**config.mk**
```make
export PLATFORM = sky130hd
export DESIGN_NAME = fir_tap_accumulator_flat
export DESIGN_NICKNAME = d
export VERILOG_FILES = /design/src/rtl/fir_tap_accumulator_pkg.sv /design/src/rtl/fir_tap_accumulator_if.sv /design/src/rtl/fir_out_fifo2.sv /design/src/rtl/fir_tap_accumulator.sv /design/src/flat_wrapper.sv
export SDC_FILE = /design/constraint.sdc
export NUM_CORES = 1
export LEC_CHECK = 0
export BUFFER_PORTS_ARGS = -buffer_cell sky130_fd_sc_hd__buf_2
export CORE_MARGIN = 2
export CORE_UTILIZATION = 50
export DETAILED_ROUTE_END_ITERATION = 8
export PLACE_DENSITY_LB_ADDON = 0.12
export SLEW_MARGIN = 30
export SYNTH_ARGS = -nofsm -noshare
export SYNTH_HDL_FRONTEND = slang
export SYNTH_HIERARCHICAL = 1
export SYNTH_SLANG_ARGS = --single-unit
```
**constraint.sdc**
```tcl
create_clock -name clk -period 2.85 [get_ports clk]
set_input_delay 0.57 -clock clk [delete_from_list [all_inputs] [get_ports clk]]
set_output_delay 0.57 -clock clk [all_outputs]
set_load 0.02 [all_outputs]
```
**src/rtl/fir_tap_accumulator_pkg.sv**
```systemverilog
// Shared constants for the coefficient multiplier and the tap accumulator,
// plus the round/scale/saturate helper applied to every finished tap sum.
package fir_pkg;

   localparam int PROD_WIDTH     = 34;
   localparam int OUT_DATA_WIDTH = 21;
   localparam int SHIFT          = 16;
   localparam int NUM_TAPS       = 16;

   typedef struct packed {
      logic                      sat;
      logic [OUT_DATA_WIDTH-1:0] data;
   } sat_res_t;

   // Round half toward +inf, drop 'shift' fraction bits, clamp to the output range.
   function automatic sat_res_t sat_round(input logic signed [63:0] sum,
                                          input int unsigned        shift);
      logic signed [63:0] r;
      logic signed [63:0] max_v;
      logic signed [63:0] min_v;
      sat_res_t           res;
      r     = (sum + (64'sd1 <<< (shift - 1))) >>> shift;
      max_v = (64'sd1 <<< (OUT_DATA_WIDTH - 1)) - 64'sd1;
      min_v = -(64'sd1 <<< (OUT_DATA_WIDTH - 1));
      res.sat  = 1'b0;
      res.data = r[OUT_DATA_WIDTH-1:0];
      if (r > max_v) begin
         res.sat  = 1'b1;
         res.data = max_v[OUT_DATA_WIDTH-1:0];
      end else if (r < min_v) begin
         res.sat  = 1'b1;
         res.data = min_v[OUT_DATA_WIDTH-1:0];
      end
      return res;
   endfunction

endpackage

```
**src/rtl/fir_tap_accumulator_if.sv**
```systemverilog
// Product input stream and valid/ready sample output of the tap accumulator.
interface fir_tap_accumulator_if #(
   parameter int PROD_WIDTH     = fir_pkg::PROD_WIDTH,
   parameter int OUT_DATA_WIDTH = fir_pkg::OUT_DATA_WIDTH
);
   logic signed [PROD_WIDTH-1:0]     prod_data;
   logic                             prod_vld;
   logic signed [OUT_DATA_WIDTH-1:0] out_data;
   logic                             out_vld;
   logic                             out_rdy;

   modport master (output prod_data, prod_vld, out_rdy,
                   input  out_data, out_vld);
   modport slave  (input  prod_data, prod_vld, out_rdy,
                   output out_data, out_vld);
endinterface

```
**src/rtl/fir_out_fifo2.sv**
```systemverilog
// Two-entry register FIFO; the head is a register so data_o is glitch-free.
// A push while full without a simultaneous pop is dropped and flagged.
module fir_out_fifo2 #(
   parameter int W = 21
) (
   input  logic         clk,
   input  logic         reset_n,
   input  logic         clr_i,
   input  logic         push_i,
   input  logic [W-1:0] data_i,
   output logic         full_o,
   input  logic         pop_i,
   output logic         empty_o,
   output logic [W-1:0] data_o,
   output logic         drop_o
);
   logic [W-1:0] head_q, head_d;
   logic [W-1:0] tail_q, tail_d;
   logic [1:0]   cnt_q, cnt_d;
   logic         pop;

   assign empty_o = (cnt_q == 2'd0);
   assign full_o  = (cnt_q == 2'd2);
   assign data_o  = head_q;
   assign pop     = pop_i && !empty_o;
   assign drop_o  = push_i && full_o && !pop_i && !clr_i;

   always_comb begin
      head_d = head_q;
      tail_d = tail_q;
      cnt_d  = cnt_q;
      if (clr_i) begin
         head_d = '0;
         tail_d = '0;
         cnt_d  = 2'd0;
      end else begin
         case (cnt_q)
            2'd0: if (push_i) begin
               head_d = data_i;
               cnt_d  = 2'd1;
            end
            2'd1: begin
               if (push_i && pop) begin
                  head_d = data_i;
               end else if (pop) begin
                  head_d = '0;
                  cnt_d  = 2'd0;
               end else if (push_i) begin
                  tail_d = data_i;
                  cnt_d  = 2'd2;
               end
            end
            default: if (pop) begin
               head_d = tail_q;
               if (push_i) begin
                  tail_d = data_i;
               end else begin
                  tail_d = '0;
                  cnt_d  = 2'd1;
               end
            end
         endcase
      end
   end

   always_ff @(posedge clk or negedge reset_n) begin
      if (!reset_n) begin
         head_q <= '0;
         tail_q <= '0;
         cnt_q  <= 2'd0;
      end else begin
         head_q <= head_d;
         tail_q <= tail_d;
         cnt_q  <= cnt_d;
      end
   end
endmodule

```
**src/rtl/fir_tap_accumulator.sv**
```systemverilog
// Sums NUM_TAPS consecutive multiplier products into one FIR sample, then
// rounds/saturates it into a two-entry output buffer (drop-on-full).
module fir_tap_accumulator #(
   parameter int NUM_TAPS   = fir_pkg::NUM_TAPS,
   parameter int PROD_WIDTH = fir_pkg::PROD_WIDTH,
   parameter int SHIFT      = fir_pkg::SHIFT
) (
   input  logic                      clk,
   input  logic                      reset_n,
   fir_tap_accumulator_if.slave      bus,
   input  logic                      clr,
   output logic                      sat_seen,
   output logic                      overrun
);
   import fir_pkg::*;

   localparam int CW        = $clog2(NUM_TAPS);
   localparam int ACC_WIDTH = PROD_WIDTH + CW;

   logic [CW-1:0]        tap_cnt_q, tap_cnt_d;
   logic [ACC_WIDTH-1:0] acc_q, acc_d;
   logic [ACC_WIDTH-1:0] sum_q, sum_d;
   logic                 sum_vld_q, sum_vld_d;
   logic                 sat_seen_q, sat_seen_d;
   logic                 overrun_q, overrun_d;

   logic [ACC_WIDTH-1:0] sext;
   logic [ACC_WIDTH-1:0] acc_sum;
   logic                 last_tap;
   logic [63:0]          sum64;
   sat_res_t             rnd;
   logic                 fifo_drop;
   logic                 fifo_empty;
   logic                 fifo_full_unused;

   assign sext     = {{CW{bus.prod_data[PROD_WIDTH-1]}}, bus.prod_data};
   assign last_tap = (tap_cnt_q == CW'(NUM_TAPS - 1));
   assign acc_sum  = (tap_cnt_q == '0) ? sext : acc_q + sext;
   assign sum64    = {{(64 - ACC_WIDTH){sum_q[ACC_WIDTH-1]}}, sum_q};
   assign rnd      = sat_round(sum64, 32'(SHIFT));

   always_comb begin
      tap_cnt_d  = tap_cnt_q;
      acc_d      = acc_q;
      sum_d      = sum_q;
      sum_vld_d  = 1'b0;
      sat_seen_d = sat_seen_q | (sum_vld_q & rnd.sat);
      overrun_d  = overrun_q | fifo_drop;
      if (clr) begin
         tap_cnt_d  = '0;
         acc_d      = '0;
         sum_d      = '0;
         sat_seen_d = 1'b0;
         overrun_d  = 1'b0;
      end else if (bus.prod_vld) begin
         acc_d     = acc_sum;
         tap_cnt_d = last_tap ? '0 : tap_cnt_q + 1'b1;
         if (last_tap) begin
            sum_d     = acc_sum;
            sum_vld_d = 1'b1;
         end
      end
   end

   always_ff @(posedge clk or negedge reset_n) begin
      if (!reset_n) begin
         tap_cnt_q  <= '0;
         acc_q      <= '0;
         sum_q      <= '0;
         sum_vld_q  <= 1'b0;
         sat_seen_q <= 1'b0;
         overrun_q  <= 1'b0;
      end else begin
         tap_cnt_q  <= tap_cnt_d;
         acc_q      <= acc_d;
         sum_q      <= sum_d;
         sum_vld_q  <= sum_vld_d;
         sat_seen_q <= sat_seen_d;
         overrun_q  <= overrun_d;
      end
   end

   fir_out_fifo2 #(.W(OUT_DATA_WIDTH)) u_fifo (
      .clk     (clk),
      .reset_n (reset_n),
      .clr_i   (clr),
      .push_i  (sum_vld_q),
      .data_i  (rnd.data),
      .full_o  (fifo_full_unused),
      .pop_i   (bus.out_rdy),
      .empty_o (fifo_empty),
      .data_o  (bus.out_data),
      .drop_o  (fifo_drop)
   );

   assign bus.out_vld = !fifo_empty;
   assign sat_seen    = sat_seen_q;
   assign overrun     = overrun_q;
endmodule

```
**src/flat_wrapper.sv**
```systemverilog
// flat-port wrapper written by rule: the top's interface ports become plain ports
module fir_tap_accumulator_flat import fir_pkg::*;
#(
   parameter int NUM_TAPS   = fir_pkg::NUM_TAPS,
   parameter int PROD_WIDTH = fir_pkg::PROD_WIDTH,
   parameter int SHIFT      = fir_pkg::SHIFT
)
  (clk, reset_n, clr, sat_seen, overrun, bus_prod_data, bus_prod_vld, bus_out_rdy, bus_out_data, bus_out_vld);
  fir_tap_accumulator_if #(.PROD_WIDTH(PROD_WIDTH), .OUT_DATA_WIDTH((21))) bus_i ();
  input  logic clk;
  input  logic reset_n;
  input  logic clr;
  output logic sat_seen;
  output logic overrun;
  input wire logic [$bits(bus_i.prod_data)-1:0] bus_prod_data;
  input wire logic [$bits(bus_i.prod_vld)-1:0] bus_prod_vld;
  input wire logic [$bits(bus_i.out_rdy)-1:0] bus_out_rdy;
  output wire logic [$bits(bus_i.out_data)-1:0] bus_out_data;
  output wire logic [$bits(bus_i.out_vld)-1:0] bus_out_vld;
  assign bus_i.prod_data = bus_prod_data;
  assign bus_i.prod_vld = bus_prod_vld;
  assign bus_i.out_rdy = bus_out_rdy;
  assign bus_out_data = bus_i.out_data;
  assign bus_out_vld = bus_i.out_vld;
  fir_tap_accumulator #(.NUM_TAPS(NUM_TAPS), .PROD_WIDTH(PROD_WIDTH), .SHIFT(SHIFT)) u_core (.clk(clk), .reset_n(reset_n), .bus(bus_i), .clr(clr), .sat_seen(sat_seen), .overrun(overrun));
endmodule
```
# Word-level counts from Yosys, hierarchy flattened
# Index checks and enable logic that the tools add are counted.
# totals
reg_bits	127
inputBits	39
output_inout_bits	24
elab_cells	82
# op_classes
n_addsub	3
order_cmp	2
n_eq_ne	11
n_mux	36
bitwise	3
n_reduce_logical	18
# op_table
operator	n
$mux 38	6
$mux 21	10
$pmux 21 s2	2
$mux 22	2
$add 38x17->39 const B	1
$add 38x38->38	1
$gt 23x21->1 const B	1
$lt 23x21->1 const B	1
$mux 2	7
$mux 4	3
$reduce_and 5->1	2
$ne 4x4->1 const B	2
$ne 3x2->1 const B	2
$ne 3x3->1 const B	2
$logic_and 1x1->1	5
$mux 1	5
$add 4x1->4 const B	1
$eq 4x4->1 const B	1
$logic_not 4->1	1
$ne 4x3->1 const B	1
$pmux 2 s2	1
$reduce_bool 2->1	2
$reduce_bool 4->1	1
$logic_not 1->1	3
9 further kinds	10

# Longest topological paths before layout
# Gate-level depths: netlist of run 1.
# depth
word_depth	9
mapped_depth	11

# Cells and area by module
# The synthesis of run 1 kept the hierarchy.
# modules_own_cells
module	instances	cells_each	area_each_um2
fir_tap_accumulator	1	747	5894.4
fir_out_fifo2	1	142	1996.9

# Worst setup path after synthesis of run 1
# OpenSTA, ideal clock, no wires.
# synth_timing
path_type	input-to-reg
from	input port bus_prod_data[28]
to	register u_core.acc_q[37]
t_arrival_ns	2.579
required_ns	2.713
setup_slack_ns	0.133
stages	10
n_path_buf	1
path_cell_list	ha_1 -> buf_2 -> and2_1 -> nand3_2 -> or4_1 -> a31oi_1 -> nor3_2 -> and4b_1 -> a2111oi_1 -> a21oi_1
# synth_between
elab_chain_cells	4
# synth_rtl
element	line_no	text
from (decl)	flat_wrapper.sv:15	input wire logic [$bits(bus_i.prod_data)-1:0] bus_prod_data;
$add 38x38->38	fir_tap_accumulator.sv:38	assign acc_sum = (tap_cnt_q == '0) ? sext : acc_q + sext;
$mux 38	fir_tap_accumulator.sv:38	
$mux 38	fir_tap_accumulator.sv:55	end else if (bus.prod_vld) begin
$mux 38	fir_tap_accumulator.sv:49	if (clr) begin
to (signal assigned)	fir_tap_accumulator.sv:68	acc_q <= '0;
to (signal assigned)	fir_tap_accumulator.sv:75	acc_q <= acc_d;
to (decl)	fir_tap_accumulator.sv:21	logic [ACC_WIDTH-1:0] acc_q, acc_d;
# Every way passes these cells. The select of a mux whose other input is x is not followed.
# A chain may end at the register's enable or synchronous reset.

# Final worst setup path of run 1
# layout_timing
from	register u_core.acc_q[16]
to	register u_core.sum_q[35]
# layout_between
elab_chain_cells	5
# layout_rtl
element	line_no	text
$add 38x38->38	fir_tap_accumulator.sv:38	
$mux 38	fir_tap_accumulator.sv:38	
$mux 38	fir_tap_accumulator.sv:58	if (last_tap) begin
$mux 38	fir_tap_accumulator.sv:55	
$mux 38	fir_tap_accumulator.sv:49	
to (signal assigned)	fir_tap_accumulator.sv:76	sum_q <= sum_d;
to (decl)	fir_tap_accumulator.sv:22	logic [ACC_WIDTH-1:0] sum_q, sum_d;
# Every way passes these cells. The select of a mux whose other input is x is not followed.

==> results of run 1 <==
-- sequential cells by signal, summed over array words and instances, names as in the netlist --
signal / flops
u_core/sum_q: 23
u_core/tap_cnt_q: 4
u_core/sum_vld_q: 1
u_core/u_fifo/tail_q: 21
u_core/u_fifo/data_o: 21
u_core/sat_seen: 1
u_core/acc_q: 38
u_core/u_fifo/cnt_q: 2
u_core/overrun: 1
-- layout by cell type (no fill, tap or decap), types with 5 or more instances in the layout --
master	instances
sky130_fd_sc_hd__nor2_1	78
sky130_fd_sc_hd__buf_2	61
sky130_fd_sc_hd__nand4_1	12
sky130_fd_sc_hd__nand2_1	98
sky130_fd_sc_hd__nor2b_1	7
sky130_fd_sc_hd__xnor2_1	31
sky130_fd_sc_hd__clkbuf_16	9
sky130_fd_sc_hd__inv_1	23
sky130_fd_sc_hd__nand2b_1	6
sky130_fd_sc_hd__and2_1	5
sky130_fd_sc_hd__nand3_1	17
sky130_fd_sc_hd__mux2_2	21
sky130_fd_sc_hd__xor2_1	19
sky130_fd_sc_hd__a21oi_1	60
sky130_fd_sc_hd__and3_1	9
sky130_fd_sc_hd__nand3b_1	7
sky130_fd_sc_hd__buf_4	112
sky130_fd_sc_hd__o22ai_1	5
sky130_fd_sc_hd__mux2i_1	7
sky130_fd_sc_hd__a21o_1	13
sky130_fd_sc_hd__or3_1	5
sky130_fd_sc_hd__a211oi_2	7
sky130_fd_sc_hd__o21ai_1	15
sky130_fd_sc_hd__a22o_2	19
sky130_fd_sc_hd__o21bai_1	6
sky130_fd_sc_hd__o21ai_0	42
sky130_fd_sc_hd__a311oi_1	15
sky130_fd_sc_hd__nor3_1	19
sky130_fd_sc_hd__a31oi_1	6
sky130_fd_sc_hd__a211oi_1	20
sky130_fd_sc_hd__dfrtp_1	112
sky130_fd_sc_hd__o211ai_1	5
sky130_fd_sc_hd__ha_1	34
sky130_fd_sc_hd__a32o_1	21
-- stage by stage --
stage / utilization / power (W) / worst slack, ns
global placement: 0.5906 / 0.003021 / -0.1850
detailed placement: 0.5906 / 0.003062 / -0.2376
CTS: 0.6112 / 0.004433 / 0.05072
finish: 0.6217 / 0.004477 / 0.05894
floorplan: - / 0.002517 / 0.1332
global route: 0.6217 / 0.004703 / -0.01590
-- path summary, 6_finish.rpt --
path	to	depth (start not counted)	startpoint
min in group clk	u_core/acc_q[13]	3	bus_prod_data[13]
max in group asynchronous	u_core/sum_q[25]	2	reset_n
worst min register to register	u_core/overrun	2	u_core/overrun
worst max-delay path	u_core/sum_q[35]	9	u_core/acc_q[16]
worst max register to register	u_core/sum_q[35]	9	u_core/acc_q[16]
worst min-delay path	u_core/u_fifo/tail_q[17]	1	reset_n
-- what timing repair did --
item,CTS,global route
gates resized for setup,0,26
endpoints found under the hold margin,0,0
setup endpoints to repair,0,31
hold buffers,0,0
setup buffers,0,4
-- routing by layer --
metal / up-vias / part of all wire / track usage
li1: 3519 / - / -
met1: 3573 / 0.46 / 0.3545
met2: 226 / 0.48 / 0.4370
met3: 24 / 0.047 / 0.04707
met4: 0 / 0.016 / 0.06831
met5: - / 0 / 0
-- where the power goes --
part           internal, W  total [W]  leakage [nW]  switching [W]
sequential         0.00164    0.00169          1.53      0.0000431
clock             0.000703    0.00137         0.152       0.000662
combinational     0.000626    0.00142          2.68       0.000798
total              0.00297    0.00448          4.36        0.00150
-- area by class of cell --
| class | instances | area (sq um) |
|---|---|---|
| Clock buffer | 9 | 225.2 |
| Tap cell | 211 | 264.0 |
| Fill cell | 1356 | 5793 |
| Inverter | 24 | 90.09 |
| Multi-Input combinational cell | 692 | 4843 |
| Sequential cell | 112 | 2803 |
| Clock inverter | 7 | 90.09 |
| Timing Repair Buffer | 176 | 1206 |
-- worst reg2reg max path, cell delays in order (launching register included) --
cell and delay [ns]:
sky130_fd_sc_hd__dfrtp_1 0.41, sky130_fd_sc_hd__ha_2 0.41, sky130_fd_sc_hd__nand3_2 0.12, sky130_fd_sc_hd__nor4_2 0.33
sky130_fd_sc_hd__nand3_2 0.21, sky130_fd_sc_hd__a31oi_4 0.32, sky130_fd_sc_hd__a21boi_2 0.15, sky130_fd_sc_hd__o31a_1 0.31
sky130_fd_sc_hd__or4_1 0.41, sky130_fd_sc_hd__nand3_1 0.08
==> reports/summary.txt, run 1 <==
===================================================================================
Final Hold Slack                                                          0.2531 ns
Clk pin slew, worst setup/hold paths                                        0.08 ns
Rows                                                                             45
Critical path start-end classification                                      reg2reg
Hpwl dp                                                                16050 microns
Post-Synthesis Cells                                                            888
Avg Inst Size Synth                                                     8.882 sq um
Relative slew slack                                                          0.5150
Top cell by count, worst path                                          sky130_fd_sc_hd__nand3_2
Floorplan die area                                                      16800 sq um
Count of nets left with antenna violations after detail routing                   0
Number of nets in the finished design                                          1095
Required time of the critical path                                          3.15 ns
Post-route standard cell area excluding fillers                          9522 sq um
Kind of cell with the highest combined delay on the critical path      simple AND/OR/NAND/NOR gates
Detail-routed net length per standard cell                             17.40 microns
Period minus WS final                                                      2.791 ns
Number of warnings reported in the yosys synthesis log                            6
CTS tree                                                                        yes
Type of the worst min-delay path                                           in2async
Total cell area at the placement stage                                   9045 sq um
Sum Neg Setup Slack                                                            0 ns
Wire length of the first global-routing pass                           35230 microns
Net count of the mapped netlist                                                 968
Clock latency on the worst-skew pair                                        0.37 ns
H-tree depth reported by CTS                                                      3
Num ports                                                                        63
Worst-path fanout max                                                             6
Delay of the slowest cell on the worst path                                 0.41 ns
DRC violations left                                                               0
Starting Density                                                             0.5150
Starting DRT DRC Count                                                          374
Core Footprint                                                          15310 sq um
Lkg Pwr                                                                    4.361 nW
Vertical extent of the die                                             129.6 microns
Routability-driven placement congestion ratio                                0.9344
Number of global-route vias before repair                                      7114
Period Utilization, post-route                                               0.9793
Proportion of layout cells with a drive suffix above 1                       0.2755
Max Slew Vio Count                                                                0
Status                                                                 finished clean
Crit path launch type                                                      register
Largest net degree at the start of global routing                                75
Clock net sink count                                                            112
Post-synthesis to final-layout area growth                                   20.72%
Least-Margin Pin Slew                                                     0.7276 ns
Overall Global Routing Usage                                                 0.2625
Arrival time at the worst endpoint                                          3.09 ns
Setup slack on the worst flop-to-flop path                                  0.06 ns
Slowest CP cell                                                        sky130_fd_sc_hd__dfrtp_1
Port bufs                                                                        62
RSZ-0062 raised after global routing                                            yes
Buf+Inv Stages, Crit Path                                                         0
Die span in x                                                          129.6 microns
Via count normalized by instance count                                        5.964
Worst supply voltage drop on vdd                                          0.3820 mV
Detailed-router iteration count before antenna repair                             6
Placed Instances                                                               1211
Clock buffer count from CTS                                                       9
Final number of hold-violating endpoints                                          0
Initial antenna violation count                                                   0
Maximum capacitance violations                                                    0
Count of placed standard cells in the final layout, fillers left out           1231
Ordered list of cells on the worst path                                ha_2 > nand3_2 > nor4_2 > nand3_2 > a31oi_4 > a21boi_2 > o31a_1 > or4_1 > nand3_1
Power per Cell Area                                                    470.2 nW/um^2
Global-route congestion overflow total                                            0
Mapped Area                                                              7888 sq um
Routed wire length                                                     21420 microns
Total setup violations reported at the end of the flow                            0
Root buffer cell                                                       sky130_fd_sc_hd__clkbuf_16
Via total after detailed routing                                               7342
Antenna cells                                                                     0
F_max                                                                     358.3 MHz
CP Capture Type                                                            register
Number of buffers between clock root and the deepest sink                         2
Maximum clock skew at final layout                                      0.008941 ns
===================================================================================
No activity file was read; power rests on OpenSTA's default activity.
==> inputs of run 2 (changes only) <==
--- a/config.mk
+++ b/config.mk
@@ -10,6 +10,7 @@
 export CORE_UTILIZATION = 50
 export DETAILED_ROUTE_END_ITERATION = 8
 export PLACE_DENSITY_LB_ADDON = 0.12
+export RECOVER_POWER = 100
 export SLEW_MARGIN = 30
 export SYNTH_ARGS = -nofsm -noshare
 export SYNTH_HDL_FRONTEND = slang
==> reports/summary.txt, run 2 (synthesis gave the netlist of run 1 again) <==
===================================================================================
Status                                                                 finished clean
Arrival time at the worst endpoint                                          3.08 ns
Registers with the most flip-flops                                     u_core/acc_q x38, u_core/sum_q x23
Starting DRT DRC Count                                                          390
Period minus WS final                                                      2.777 ns
Routability-driven placement congestion ratio                                0.9344
Critical path start-end classification                                      reg2reg
Least-Margin Pin Slew                                                      1.384 ns
Largest net degree at the start of global routing                                75
RSZ-0062 raised after global routing                                            yes
Detailed-router iteration count before antenna repair                             7
CTS tree                                                                        yes
Count of placed standard cells in the final layout, fillers left out           1231
FF+latch area                                                            2803 sq um
Wire length of the first global-routing pass                           35230 microns
Reg-to-reg endpoint                                                    u_core/sum_q[35]
Placed Instances                                                               1211
Global-route congestion overflow total                                            0
F_max                                                                     360.1 MHz
Lkg Pwr                                                                    4.352 nW
Num ports                                                                        63
Detail-routed net length per standard cell                             17.38 microns
Proportion of layout cells with a drive suffix above 1                       0.2745
Clk pin slew, worst setup/hold paths                                        0.08 ns
Worst supply voltage drop on vdd                                          0.3831 mV
Total setup violations reported at the end of the flow                            0
Multi-input gate area in the final layout                                4843 sq um
Core Footprint                                                          15310 sq um
Overall Global Routing Usage                                                 0.2625
Worst-path fanout max                                                             6
Clock buffer count from CTS                                                       9
Period Utilization, post-route                                               0.9743
Worst-case hold path end point                                         u_core/acc_q[13]
Root buffer cell                                                       sky130_fd_sc_hd__clkbuf_16
Required time of the critical path                                          3.15 ns
Hold Path Stages                                                                  3
Max Slew Vio Count                                                                0
Final number of hold-violating endpoints                                          0
Relative slew slack                                                         0.07702
Setup slack on the worst flop-to-flop path                                  0.07 ns
CP Capture Type                                                            register
Clock latency on the worst-skew pair                                        0.37 ns
Power per Cell Area                                                    470.9 nW/um^2
Hpwl dp                                                                16050 microns
Hold bufs inserted after CTS                                                      0
Maximum clock skew at final layout                                      0.009036 ns
Routed wire length                                                     21390 microns
Die span in x                                                          129.6 microns
Number of global-route vias before repair                                      7114
Rows                                                                             45
Most common cell after layout, fill and taps aside                     sky130_fd_sc_hd__dfrtp_1
Number of nets in the finished design                                          1095
Total of fill cells in the finished design                                     1360
Post-synthesis to final-layout area growth                                   20.45%
Starting Density                                                             0.5150
H-tree depth reported by CTS                                                      3
Flip-flop count of the largest register after layout                             38
Number of buffers between clock root and the deepest sink                         2
Initial antenna violation count                                                   0
Beginning of the worst register-to-register path                       u_core/acc_q[16]
Final Hold Slack                                                          0.4764 ns
Via total after detailed routing                                               7332
Crit path launch type                                                      register
Vertical extent of the die                                             129.6 microns
Type of the worst min-delay path                                             in2reg
Most frequent cells in the layout                                      sky130_fd_sc_hd__dfrtp_1, sky130_fd_sc_hd__buf_4, sky130_fd_sc_hd__nand2_1, sky130_fd_sc_hd__nor2_1, sky130_fd_sc_hd__buf_2
DRC violations left                                                               0
Port bufs                                                                        62
Register bank with the most flops                                      u_core/acc_q
Post-layout total power                                                  0.004474 W
Worst Min Path Start                                                   bus_prod_data[13]
Clock net sink count                                                            112
Number of cells on the worst reg-to-reg path                                      9
Floorplan die area                                                      16800 sq um
Maximum capacitance violations                                                    0
Count of nets left with antenna violations after detail routing                   0
Via count normalized by instance count                                        5.956
Antenna cells                                                                     0
===================================================================================
run 2: changes by cell type in the layout (fill, tap and decap cells not counted):
cell                       before  now
sky130_fd_sc_hd__clkbuf_2       0    2
sky130_fd_sc_hd__clkbuf_1       0    1
sky130_fd_sc_hd__buf_12         3    2
sky130_fd_sc_hd__buf_4        112  110
run 2: metal layers:
metal	GRT usage	routed length (microns)	up-vias
li1	-	-	3518
met1	0.3545	9851	3571
met2	0.4370	10240	217
met3	0.04707	948	26
met4	0.06831	354	0
met5	0	0	-
run 2: power breakdown:
| part | leakage [nW] | total (W) | internal (W) | switching (W) |
|---|---|---|---|---|
| clock | 0.152 | 0.00137 | 0.000703 | 0.000662 |
| sequential | 1.53 | 0.00169 | 0.00164 | 0.0000435 |
| combinational | 2.67 | 0.00142 | 0.000623 | 0.000798 |
run 2: area by class of cell:
class	count	share of cell area
multi-input combinational	692	0.5098
sequential	112	0.2950
timing repair buffer	176	0.1247
tap	211	0.02779
clock buffer	9	0.02371
clock inverter	7	0.009482
inverter	24	0.009482
run 2: metrics by stage:
step	util	area [sq um]	setup TNS [ns]	setup WS, ns
3_3_place_gp	0.5906	9045	-3.424	-0.1850
5_1_grt	0.6203	9500	-0.02308	-0.01590
4_1_cts	0.6112	9360	0	0.05072
2_1_floorplan	-	7888	0	0.1332
3_5_place_dp	0.5906	9045	-5.702	-0.2376
6_report	0.6203	9500	0	0.07311
run 2: repair_timing:
action | CTS | global route
buffers inserted | 0 | 4
endpoints found under the setup margin | 0 | 31
resized for setup | 0 | 26
endpoints found under the hold margin | 0 | 0
run 2: worst max-delay path by stage:
stage	from	to	slack, ns
finish	u_core/acc_q[16]	u_core/sum_q[35]	0.07
global route	u_core/acc_q[16]	u_core/sum_q[35]	-0.02
CTS	u_core/acc_q[1]	u_core/acc_q[15]	0.05
detailed placement	bus_prod_data[12]	u_core/acc_q[37]	-0.24
global placement	bus_prod_data[0]	u_core/acc_q[30]	-0.19
floorplan	bus_prod_data[28]	u_core/acc_q[37]	0.13
run 2: critical path, cell delays in order, from the launching register on:
cell and delay, ns:
sky130_fd_sc_hd__dfrtp_1 0.41, sky130_fd_sc_hd__ha_2 0.41, sky130_fd_sc_hd__nand3_2 0.12, sky130_fd_sc_hd__nor4_2 0.32, sky130_fd_sc_hd__nand3_2 0.21, sky130_fd_sc_hd__a31oi_4 0.32, sky130_fd_sc_hd__a21boi_2 0.15, sky130_fd_sc_hd__o31a_1 0.31
sky130_fd_sc_hd__or4_1 0.41, sky130_fd_sc_hd__nand3_1 0.08
==> inputs of run 3 (changes only) <==
--- a/config.mk
+++ b/config.mk
@@ -6,11 +6,14 @@
 export NUM_CORES = 1
 export LEC_CHECK = 0
 export BUFFER_PORTS_ARGS = -buffer_cell sky130_fd_sc_hd__buf_2
+export CELL_PAD_IN_SITES_DETAIL_PLACEMENT = 1
+export CELL_PAD_IN_SITES_GLOBAL_PLACEMENT = 1
 export CORE_MARGIN = 2
-export CORE_UTILIZATION = 50
+export CORE_UTILIZATION = 47
 export DETAILED_ROUTE_END_ITERATION = 8
 export PLACE_DENSITY_LB_ADDON = 0.12
 export RECOVER_POWER = 100
+export SETUP_SLACK_MARGIN = 0.15
 export SLEW_MARGIN = 30
 export SYNTH_ARGS = -nofsm -noshare
 export SYNTH_HDL_FRONTEND = slang
==> reports/summary.txt, run 3 (synthesis gave the netlist of run 1 again) <==
===================================================================================
Status                                                                 finished clean
Delay of the slowest cell on the worst path                                 0.42 ns
Power per Cell Area                                                    470.1 nW/um^2
Relative slew slack                                                          0.2216
Cell Int Power                                                           0.003028 W
Kind of cell with the highest combined delay on the critical path      compound AO/OA/AOI/OAI gates
Num ports                                                                        63
Flop pwr share                                                                0.358
Buf+Inv Stages, Crit Path                                                         0
Arrival time at the worst endpoint                                          3.01 ns
Period minus WS final                                                      2.808 ns
Final standard cell utilization of the core                                  0.6143
Sum Neg Setup Slack                                                            0 ns
Flip-flop count of the largest register after layout                             38
Via count normalized by instance count                                        6.260
Total setup violations reported at the end of the flow                            0
Share of power burned in combinational logic                                  0.368
Clock latency on the worst-skew pair                                        0.37 ns
Starting Density                                                             0.4790
Required time of the critical path                                          3.05 ns
Maximum capacitance violations                                                    0
Least-Margin Pin Slew                                                      1.168 ns
Switching part of the total                                                  0.3633
Ordered list of cells on the worst path                                ha_4 > fa_2 > a21oi_1 > o211a_1 > or3_4 > a21oi_4 > o311ai_2 > a211oi_2 > a31oi_2 > a311oi_2
Routability-driven placement congestion ratio                                0.9633
Number of nets in the finished design                                          1118
Floorplan die area                                                      17830 sq um
Worst-path fanout max                                                             3
F_max                                                                     356.2 MHz
Hpwl dp                                                                19120 microns
Port bufs                                                                        62
Worst supply voltage drop on vdd                                          0.3272 mV
Post-synthesis to final-layout area growth                                   28.24%
Detail-routed net length per standard cell                             22.59 microns
Count of placed standard cells in the final layout, fillers left out           1263
Registers with the most flip-flops                                     u_core/acc_q x38, u_core/sum_q x23
Crit path launch type                                                      register
Global-route congestion overflow total                                            0
Most frequent cells in the layout                                      sky130_fd_sc_hd__buf_4, sky130_fd_sc_hd__dfrtp_1, sky130_fd_sc_hd__nand2_1, sky130_fd_sc_hd__nor2_1, sky130_fd_sc_hd__a21oi_1
Die span in x                                                          133.5 microns
Hold bufs inserted after CTS                                                      0
Register bank with the most flops                                      u_core/acc_q
Clk pin slew, worst setup/hold paths                                        0.08 ns
Number of buffers between clock root and the deepest sink                         2
Max Slew Vio Count                                                                0
Wire length of the first global-routing pass                           43230 microns
Number of global-route vias before repair                                      8285
Placed Instances                                                               1229
Detailed-router iteration count before antenna repair                             5
Root buffer cell                                                       sky130_fd_sc_hd__clkbuf_16
RSZ-0062 raised after global routing                                            yes
Starting DRT DRC Count                                                          518
Type of the worst min-delay path                                           in2async
Largest net degree at the start of global routing                                61
H-tree depth reported by CTS                                                      3
Routed wire length                                                     28530 microns
Final Hold Slack                                                          0.3698 ns
CP Capture Type                                                            register
Critical path start-end classification                                      reg2reg
Most common cell after layout, fill and taps aside                     sky130_fd_sc_hd__buf_4
Antenna cells                                                                     0
DRC violations left                                                               0
Count of nets left with antenna violations after detail routing                   0
Lkg Pwr                                                                    4.390 nW
CTS tree                                                                        yes
Maximum clock skew at final layout                                      0.009383 ns
Via total after detailed routing                                               7907
Overall Global Routing Usage                                                 0.3007
Final number of hold-violating endpoints                                          0
Proportion of layout cells with a drive suffix above 1                       0.3174
Rows                                                                             47
Clock buffer count from CTS                                                       9
Vertical extent of the die                                             133.5 microns
Proportion of power drawn by the clock network                                0.274
Clock net sink count                                                            112
Period Utilization, post-route                                               0.9851
Initial antenna violation count                                                   0
Switching Power                                                          0.001727 W
Slowest CP cell                                                        sky130_fd_sc_hd__dfrtp_1
Core Footprint                                                          16470 sq um
===================================================================================
-- run 3: changes by cell type in the layout (fill, tap and decap cells not counted), sizes merged --
cell,previous run,this run
buf,173,169
clkbuf,12,39
clkinvlp,1,0
inv,25,27
bufinv,1,0
-- run 3: area by class of cell --
cell class                      instances  area, sq um
Clock buffer                            9        225.2
Clock inverter                          7        70.07
Fill cell                            1857         6351
Inverter                               24        90.09
Multi-Input combinational cell        692         5311
Sequential cell                       112         2809
Tap cell                              220        275.3
Timing Repair Buffer                  199         1334
-- run 3: power groups by stage --
stage	sequential [W]	combinational, W	clock (W)
after global placement	0.00171	0.00135	0
after detailed placement	0.00172	0.00142	0
final	0.00170	0.00175	0.00130
after global routing	0.00171	0.00186	0.00139
after CTS	0.00169	0.00150	0.00133
after floorplan	0.00170	0.000816	0
-- run 3: worst paths after layout --
kind	slack, ns	end	cells after the start	start
min in group clk	0.49	u_core/acc_q[13]	3	bus_prod_data[13]
max	0.04	u_core/acc_q[36]	10	u_core/acc_q[0]
max in group asynchronous	0.89	u_core/acc_q[1]	2	reset_n
min reg2reg	0.50	u_core/sat_seen	2	u_core/sat_seen
max reg2reg	0.04	u_core/acc_q[36]	10	u_core/acc_q[0]
min	0.37	u_core/u_fifo/tail_q[10]	1	reset_n
-- run 3: what timing repair did --
action / 4_1_cts / 5_1_grt
setup endpoints to repair: 30 / 63
resized for setup: 32 / 77
hold endpoints to repair: 0 / 0
pin swaps: 16 / 43
setup buffers: 8 / 10
-- run 3: per-layer routing --
metal | GRT usage | part of all wire
met5 | 0 | 0
met4 | 0.1099 | 0.038
met3 | 0.03577 | 0.045
met2 | 0.5243 | 0.50
met1 | 0.3847 | 0.42
-- run 3: per-stage QoR --
step,worst slack [ns],total power (W),instance area [sq um]
after floorplan,0.1463,0.002520,7891
after global placement,-0.2613,0.003067,9115
after detailed placement,-0.3586,0.003136,9115
after CTS,0.08518,0.004528,9673
after global routing,-0.07176,0.004958,10110
final,0.04239,0.004755,10110
-- run 3: worst register-to-register path, delay by kind of cell, from the launching register on --
family | cells | cell delay, ns
AO/OA/AOI/OAI | 7 | 1.41
flip-flops | 1 | 0.42
adder cells (fa/ha/maj) | 2 | 0.61
AND/OR/NAND/NOR | 1 | 0.20
